[config.mk]
export PLATFORM = sky130hd
export DESIGN_NAME = rv151_idctl
export DESIGN_NICKNAME = d
export VERILOG_FILES = /design/src/rtl/rv151_pkg.sv /design/src/rtl/rv151_opdec.sv /design/src/rtl/rv151_idctl.sv
export SDC_FILE = /design/constraint.sdc
export NUM_CORES = 1
export LEC_CHECK = 0
export CAP_MARGIN = 15
export CORE_MARGIN = 2
export CORE_UTILIZATION = 30
export DETAILED_ROUTE_END_ITERATION = 8
export GPL_TIMING_DRIVEN = 0
export HOLD_SLACK_MARGIN = 0.05
export PLACE_DENSITY = 0.67
export SKIP_LAST_GASP = 1
export SLEW_MARGIN = 30
export SYNTH_ARGS = -nofsm -noshare
export SYNTH_HDL_FRONTEND = slang
export SYNTH_SLANG_ARGS = --single-unit
[constraint.sdc]
create_clock -name i_clk -period 3.55 [get_ports i_clk]
set_input_delay 0.5325 -clock i_clk [delete_from_list [all_inputs] [get_ports i_clk]]
set_output_delay 0.5325 -clock i_clk [all_outputs]
set_load 0.02 [all_outputs]
[src/rtl/rv151_pkg.sv]
// rv151 shared decode constants: major opcodes and immediate-format codes.
// Also used by the rv151_imm immediate generator.
package rv151_pkg;

   localparam logic [6:0] OP_LUI   = 7'b0110111;
   localparam logic [6:0] OP_AUIPC = 7'b0010111;
   localparam logic [6:0] OP_JAL   = 7'b1101111;
   localparam logic [6:0] OP_JALR  = 7'b1100111;
   localparam logic [6:0] OP_BR    = 7'b1100011;
   localparam logic [6:0] OP_LD    = 7'b0000011;
   localparam logic [6:0] OP_ST    = 7'b0100011;
   localparam logic [6:0] OP_IMM   = 7'b0010011;
   localparam logic [6:0] OP_REG   = 7'b0110011;
   localparam logic [6:0] OP_SYS   = 7'b1110011;

   typedef enum logic [2:0] {
      IMM_R = 3'd0,
      IMM_I = 3'd1,
      IMM_S = 3'd2,
      IMM_B = 3'd3,
      IMM_U = 3'd4,
      IMM_J = 3'd5
   } imm_tp_e;

   typedef enum logic [1:0] {
      ST_EMPTY = 2'd0,
      ST_FULL  = 2'd1,
      ST_HOLD  = 2'd2
   } idst_e;

endpackage

[src/rtl/rv151_opdec.sv]
// rv151 opcode classifier: immediate format, illegal/load flags
// and which source registers the instruction reads.
module rv151_opdec
   import rv151_pkg::*;
(
   input  logic [6:0] i_op,
   output logic [2:0] o_tp,
   output logic       o_ill,
   output logic       o_ld,
   output logic       o_rs1u,
   output logic       o_rs2u
);

   imm_tp_e w_tp;
   logic    w_ill;

   always_comb begin
      w_tp  = IMM_R;
      w_ill = 1'b0;
      unique case (1'b1)
         (i_op == OP_LUI),
         (i_op == OP_AUIPC): w_tp = IMM_U;
         (i_op == OP_JAL):   w_tp = IMM_J;
         (i_op == OP_JALR),
         (i_op == OP_LD),
         (i_op == OP_IMM),
         (i_op == OP_SYS):   w_tp = IMM_I;
         (i_op == OP_ST):    w_tp = IMM_S;
         (i_op == OP_BR):    w_tp = IMM_B;
         (i_op == OP_REG):   w_tp = IMM_R;
         default:            w_ill = 1'b1;
      endcase
   end

   assign o_tp  = w_tp;
   assign o_ill = w_ill;
   assign o_ld  = (i_op == OP_LD);

   assign o_rs1u = (w_tp inside {IMM_R, IMM_I, IMM_S, IMM_B})
                 && !(i_op inside {OP_LUI, OP_AUIPC, OP_JAL});
   assign o_rs2u = w_tp inside {IMM_R, IMM_S, IMM_B};

endmodule

[src/rtl/rv151_idctl.sv]
// rv151 decode-stage controller: one-entry skid between fetch and
// execute with load-use bubbles and redirect flush.
module rv151_idctl
   import rv151_pkg::*;
#(
   parameter int LDUSE_BUB = 1,
   parameter bit HAZ_EN    = 1'b1
) (
   input  logic        i_clk,
   input  logic        i_rstn,
   input  logic        i_if_vld,
   output logic        o_if_rdy,
   input  logic [31:0] i_if_ins,
   input  logic [31:0] i_if_pc,
   input  logic        i_flush,
   output logic        o_ex_vld,
   input  logic        i_ex_rdy,
   output logic [31:0] o_ex_ins,
   output logic [31:0] o_ex_pc,
   output logic [2:0]  o_imm_tp,
   output logic        o_ex_ill,
   output logic        o_ex_ld
);

   localparam int AW = $clog2(LDUSE_BUB + 1);

   idst_e          r_state;
   logic [31:0]    r_ins;
   logic [31:0]    r_pc;
   logic [2:0]     r_tp;
   logic           r_ill;
   logic           r_ld;
   logic           r_rs1u;
   logic           r_rs2u;
   logic [AW-1:0]  r_age;
   logic [4:0]     r_ldrd;

   logic [2:0]     w_tp;
   logic           w_ill;
   logic           w_ld;
   logic           w_rs1u;
   logic           w_rs2u;
   logic           w_full;
   logic           w_hit;
   logic           w_haz;
   logic           w_fire;
   logic           w_cap;

   rv151_opdec u_opdec (
      .i_op   (i_if_ins[6:0]),
      .o_tp   (w_tp),
      .o_ill  (w_ill),
      .o_ld   (w_ld),
      .o_rs1u (w_rs1u),
      .o_rs2u (w_rs2u)
   );

   assign w_full = (r_state != ST_EMPTY);
   assign w_hit  = (r_rs1u && (r_ins[19:15] == r_ldrd))
                || (r_rs2u && (r_ins[24:20] == r_ldrd));
   assign w_haz  = HAZ_EN && w_full && (r_age != '0)
                && (r_ldrd != 5'd0) && w_hit;

   assign o_ex_vld = (r_state == ST_FULL) && !w_haz;
   assign w_fire   = o_ex_vld && i_ex_rdy;
   assign o_if_rdy = !i_flush
                  && ((r_state == ST_EMPTY) || w_fire);
   assign w_cap    = i_if_vld && o_if_rdy;

   assign o_ex_ins = r_ins;
   assign o_ex_pc  = r_pc;
   assign o_imm_tp = r_tp;
   assign o_ex_ill = r_ill;
   assign o_ex_ld  = r_ld;

   always_ff @(posedge i_clk) begin
      if (!i_rstn) begin
         r_state <= ST_EMPTY;
         r_ins   <= '0;
         r_pc    <= '0;
         r_tp    <= '0;
         r_ill   <= 1'b0;
         r_ld    <= 1'b0;
         r_rs1u  <= 1'b0;
         r_rs2u  <= 1'b0;
         r_age   <= '0;
         r_ldrd  <= '0;
      end else begin
         if (w_fire && r_ld)
            r_ldrd <= r_ins[11:7];

         if (i_flush || !HAZ_EN)
            r_age <= '0;
         else if (w_fire && r_ld)
            r_age <= AW'(LDUSE_BUB);
         else if (r_age != '0)
            r_age <= r_age - AW'(1);

         if (w_cap) begin
            r_ins  <= i_if_ins;
            r_pc   <= i_if_pc;
            r_tp   <= w_tp;
            r_ill  <= w_ill;
            r_ld   <= w_ld;
            r_rs1u <= w_rs1u;
            r_rs2u <= w_rs2u;
         end

         // HOLD is skipped when the age expires this very edge
         if (i_flush)
            r_state <= ST_EMPTY;
         else begin
            unique case (r_state)
               ST_EMPTY:
                  if (w_cap) r_state <= ST_FULL;
               ST_FULL:
                  if (w_haz) begin
                     if (r_age > AW'(1))
                        r_state <= ST_HOLD;
                  end else if (w_fire && !w_cap)
                     r_state <= ST_EMPTY;
               ST_HOLD:
                  if (r_age <= AW'(1))
                     r_state <= ST_FULL;
               default:
                  r_state <= ST_EMPTY;
            endcase
         end
      end
   end

endmodule

==> flow_summary.ini, run 1 <==
[logic_synthesis]
synth_top_family_by_area = multiplexers
synthAdderAreaFrac = 0
yosysSeqAreaShare = 0.466
netlist_instances = 380
syn_area_um2 = 3390
muxShareOfSynthArea = 0.224
synth-edff-count = 0
yosysTopAreaCellShare = 0.466
synth-main-ff-cell = dfxtp_1
synth.area.top_cells = dfxtp_1 47%, mux2i_1 22%, nand2_1 16%
avgSynthCellArea_um2 = 8.93
synth_seq_cells = 79
synth_xor_area_frac = 0.0258
synth_nets = 449
synthSimpleGateAreaFrac = 0.201
yosysUniqueCellTypes = 32
synth_area_leader_cell = dfxtp_1
async_reset_ff_frac = 0
synth_warnings = 0
synth_compound_area_frac = 0.0354

[timing]
worstMarginPinSlew_ns = 0.583
slew_viol_final = 0
fin_worst_skew_ns = 0.00538
finalCritPeriodShare = 0.854
relSlewSlack = 0.611
rsz0062_at_grt = false
fmax_mhz = 330
fin_crit_ns = 3.03
setup_viol = 0
hold_viol_final = 0
tns_ns = 0

[drt]
wl_per_cell_um = 13.9
dr_total_vias = 3101
drt_iter0_drc = 110
firstDrtPassIters = 4
vias_per_cell = 4.60
postRouteAntennaNets = 0
wl_um = 9380
drc = 0

[layout]
final_area_um2 = 5270
drive_above_1_share = 0.0487
fillers = 1084
fin_nets = 598
area_growth_syn_to_layout_pct = 55.4
multi_input_area_um2 = 1650
antenna_cells = 0
regArea_um2 = 1580

[grt]
grt_overflow = 0
grt_pass1_wl_um = 14500
grt_max_degree = 14
antenna_found_initial = 0
grt_use_total = 0.155
grt_pass1_vias = 3046

[clocking]
cts_setup_buffers = 0
cts_max_level = 3
cts_sinks = 79
path_clk_slew_ns = 0.06
cts-root-buf = clkbuf_16
cts_tree = done
cts_hold_buf = 0
clock_path_buffers = 2
ctsResizeCount = 0
cts_made_buffers = 9
clkLatencyLatePin_ns = 0.33

[placement]
gp_congestion = 0.773
dp_hpwl_um = 7000
port-buffer-count = 138
placed_cell_area_um2 = 4950

[die]
io_pins = 140
core_um2 = 10900
die-width_um = 110
row_count = 38
start_util = 0.310
die_area_um2 = 12200
die_h_um = 110

[run]
maxCapViolations = 0

[pwr]
p_leak_nw = 2.33
p_per_area_nw_per_um2 = 422
irDropWorstVdd_mv = 0.186

[setup_path]
worst_ep_arrival_time_ns = 2.50
start_kind = flop
path_class = flop to primary output
worstPathMaxFanout = 4
required_ns = 3.02
worstSetupEndpointType = primary output

[run_status]
outcome = completed

[min_path]
min_path_type = flop to flop
cells in the final DEF (no fill, tap or decap), types with 2 or more instances in the layout:
| cell type | netlist | layout |
|---|---|---|
| a211oi_1 | 2 | 2 |
| o22ai_1 | 2 | 2 |
| o21a_1 | 2 | 2 |
| nand4_1 | 2 | 2 |
| mux2i_1 | 76 | 76 |
| nand2_1 | 147 | 147 |
| or2_2 | 2 | 2 |
| xnor2_1 | 10 | 10 |
| a21oi_1 | 3 | 3 |
| dfxtp_1 | 79 | 79 |
| clkbuf_16 | 0 | 9 |
| clkbuf_1 | 16 | 17 |
| inv_1 | 3 | 3 |
| nor3b_1 | 2 | 2 |
| bufinv_16 | 0 | 2 |
| clkdlybuf4s50_1 | 0 | 138 |
| nand3_1 | 2 | 2 |
| nor3_1 | 3 | 3 |
| buf_6 | 7 | 7 |
| nor2_1 | 5 | 5 |
| o21ai_0 | 3 | 3 |
power by group:
part	switching (mW)	internal (mW)	total (mW)
logic	0.138	0.160	0.298
clock network	0.359	0.635	0.994
registers	0.0177	0.915	0.933
total	0.515	1.71	2.23
cell usage after synthesis, types with 2 or more instances:
master / instances
or2_2: 2
nand2_1: 147
clkbuf_1: 16
o21a_1: 2
inv_1: 3
nor2_1: 5
nor3_1: 3
a21oi_1: 3
xnor2_1: 10
nand4_1: 2
nand3_1: 2
dfxtp_1: 79
nor3b_1: 2
mux2i_1: 76
buf_6: 7
a211oi_1: 2
o21ai_0: 3
o22ai_1: 2
worst max-delay path: stages, from the launching register on:
cell and delay (ns):
dfxtp_1 0.36, or4_1 0.52, o21a_1 0.24, a21boi_0 0.28, o21a_1 0.17, clkdlybuf4s50_1 0.60
flip-flops by register name, indices dropped and copies added, names as in the netlist:
name and count:
r_rs1u 1, r_rs2u 1, o_ex_ins 32, r_state 2, o_ex_ill 1, r_age 1
o_imm_tp 3, r_ldrd 5, o_ex_pc 32, o_ex_ld 1
layout make-up:
type	instances	area share
Tap cell	140	0.0332
Inverter	3	0.00214
Multi-Input combinational cell	274	0.313
Timing Repair Buffer	138	0.262
Clock inverter	5	0.0154
Sequential cell	79	0.300
Buffer	24	0.0278
Clock buffer	11	0.0460
logic make-up after synthesis:
logic type	Yosys count
simple gates	169
xor+xnor	10
buf+inv	27
compound gates	18
flops	79
mux	76
other cells	1
routing by layer:
metal  global-route usage  part of all wire  vias to the layer above
met5                    0                 0                        -
met4               0.0455            0.0087                        0
met3               0.0400             0.060                        9
met2                0.264              0.48                       85
met1                0.192              0.45                     1456
li1                     -                 -                     1551
worst paths after layout:
check | end | startpoint | cells past startpoint | slack (ns)
worst min-delay path | o_ex_pc[13] | o_ex_pc[13] | 2 | 0.46
worst max register to register | o_ex_ins[22] | r_ldrd[2] | 6 | 1.45
worst max-delay path | o_if_rdy | r_ldrd[2] | 5 | 0.52
worst min register to register | o_ex_pc[13] | o_ex_pc[13] | 2 | 0.46
metrics by stage:
step	total power [mW]	worst slack [ns]	hold WS, ns	instances	utilization
CTS	2.25	0.495	0.462	674	0.482
global route	2.32	0.375	0.480	674	0.482
finish	2.23	0.517	0.459	674	0.482
detailed placement	1.25	0.855	0.451	658	0.453
global placement	1.25	0.919	0.445	658	0.453
floorplan	1.09	1.38	0.439	380	-
Note: power is estimated with default switching activity, not from simulation.
==> run 2: changes to the inputs <==
- CORE_UTILIZATION: 30 -> 35
- PLACE_DENSITY: 0.67 -> 0.75
==> run 2 against run 1 <==
Compared with the run above: utilization up 6.8 points; design area shrank 2.6%; final cell count down 1.6%; global-route usage grew 2.2 points; largest cell class unchanged; largest power group is now sequential cells.
==> flow_summary.ini, run 2 (synthesis results as in run 1) <==
[pwr]
power.switching_mw = 0.483
power.internal_mw = 1.42
combPwrFrac = 0.156
switching_share = 0.254
power.share.clock = 0.354
p_per_area_nw_per_um2 = 370
seqPwrFrac = 0.490
irDropWorstVdd_mv = 0.168
p_leak_nw = 2.28

[setup_path]
cpLargestDelayFamily = compound AO/OA/AOI/OAI gates
worstSetupEndpointType = primary output
required_ns = 3.02
r2r_slack_ns = 1.42
crit_path_cell_trace = or4_1, o21a_1, a21boi_0, o21a_1, clkdlybuf4s50_1
worst_ep_arrival_time_ns = 2.54
timing.rr.end = o_ex_ins[21]
path_class = flop to primary output
worstPathMaxFanout = 4
critical_path.slowest_cell = clkdlybuf4s50_1
ff2ff_path_depth = 6
r2r_start = r_ldrd[2]
start_kind = flop
critical_path.max_stage_delay_ns = 0.61
crit_buf_inv = 1
crit_top_cell = o21a_1

[clocking]
ctsResizeCount = 0
cts_hold_buf = 0
cts-root-buf = clkbuf_8
cts_sinks = 79
clock_path_buffers = 2
path_clk_slew_ns = 0.08
cts_made_buffers = 9
cts_max_level = 3
clkLatencyLatePin_ns = 0.34
cts_setup_buffers = 0
cts_tree = done

[die]
die_area_um2 = 10500
die-width_um = 102
start_util = 0.364
io_pins = 140
row_count = 35
core_um2 = 9330
die_h_um = 102

[layout]
antenna_cells = 0
fillers = 867
multi_input_area_um2 = 1650
mostFrequentLayoutCells = 147 x nand2_1, 138 x clkdlybuf4s50_1, 79 x dfxtp_1
drive_above_1_share = 0.0487
area_growth_syn_to_layout_pct = 51.3
final_common_cell = nand2_1
instances_no_fill = 663
regArea_um2 = 1580
fin_nets = 598

[drt]
drt_iter0_drc = 97
drc = 0
firstDrtPassIters = 4
postRouteAntennaNets = 0
wl_um = 9170
vias_per_cell = 4.61
dr_total_vias = 3055
wl_per_cell_um = 13.8

[timing]
relSlewSlack = 0.612
slew_viol_final = 0
worstMarginPinSlew_ns = 0.582
rsz0062_at_grt = false
fin_worst_skew_ns = 0.0115
tns_ns = 0
fin_crit_ns = 3.08
finalCritPeriodShare = 0.867
fmax_mhz = 325
setup_viol = 0
hold_viol_final = 0

[placement]
dp_hpwl_um = 6850
gp_congestion = 0.731
port-buffer-count = 138
dp.cells = 647

[grt]
grt_max_degree = 14
grt_overflow = 0
antenna_found_initial = 0
grt_use_total = 0.176
grt_pass1_wl_um = 14400
grt_pass1_vias = 3080

[run]
maxCapViolations = 0

[min_path]
min_to = o_ex_pc[5]
min_path_type = flop to flop
hold_path_depth = 2
min_from = o_ex_pc[5]

[run_status]
outcome = completed
==> run 2: worst reg2reg max path, cell delays in order, from the launching register on <==
cell     delay [ns]
dfxtp_1        0.38
or4_1          0.53
o21a_1         0.24
a311o_1        0.36
buf_4          0.19
buf_6          0.17
mux2i_1        0.18
==> run 2: worst max path at each step <==
stage	from	to	slack [ns]	cells after the start
3_5_place_dp	r_ldrd[2]	o_if_rdy	0.86	5
2_1_floorplan	r_ldrd[1]	o_ex_vld	1.38	3
6_report	r_ldrd[2]	o_if_rdy	0.47	5
3_3_place_gp	r_ldrd[1]	o_if_rdy	0.93	5
5_1_grt	r_ldrd[2]	o_if_rdy	0.37	5
4_1_cts	r_ldrd[2]	o_if_rdy	0.47	5
==> run 2: final cells by class <==
class	count	area share
buffer	24	0.0285
clock buffer	11	0.0275
timing repair buffer	138	0.269
inverter	3	0.00219
multi-input combinational	274	0.322
clock inverter	5	0.0112
tap	129	0.0314
sequential	79	0.308
==> run 2: layer usage <==
layer	part of all wire	global-route usage	vias to the layer above
li1	-	-	1548
met1	0.45	0.226	1424
met2	0.49	0.297	72
met3	0.045	0.0363	11
met4	0.013	0.0585	0
met5	0	0	-
==> run 2: power by group through the flow <==
stage          Sequential (mW)  Clock [mW]  Combinational (mW)
5_1_grt                  0.935       0.732               0.321
3_5_place_dp             0.952           0               0.299
4_1_cts                  0.932       0.691               0.300
3_3_place_gp             0.951           0               0.293
6_report                 0.932       0.673               0.297
2_1_floorplan            0.982           0               0.107
==> run 2: stage by stage <==
step / area [um^2] / setup slack (ns) / total power [mW] / util / hold slack (ns)
finish: 5130 / 0.474 / 1.90 / 0.550 / 0.462
global route: 5130 / 0.369 / 1.99 / 0.550 / 0.475
CTS: 5130 / 0.468 / 1.92 / 0.550 / 0.466
detailed placement: 4930 / 0.863 / 1.25 / 0.529 / 0.453
global placement: 4930 / 0.931 / 1.24 / 0.529 / 0.445
floorplan: 3390 / 1.38 / 1.09 / - / 0.439
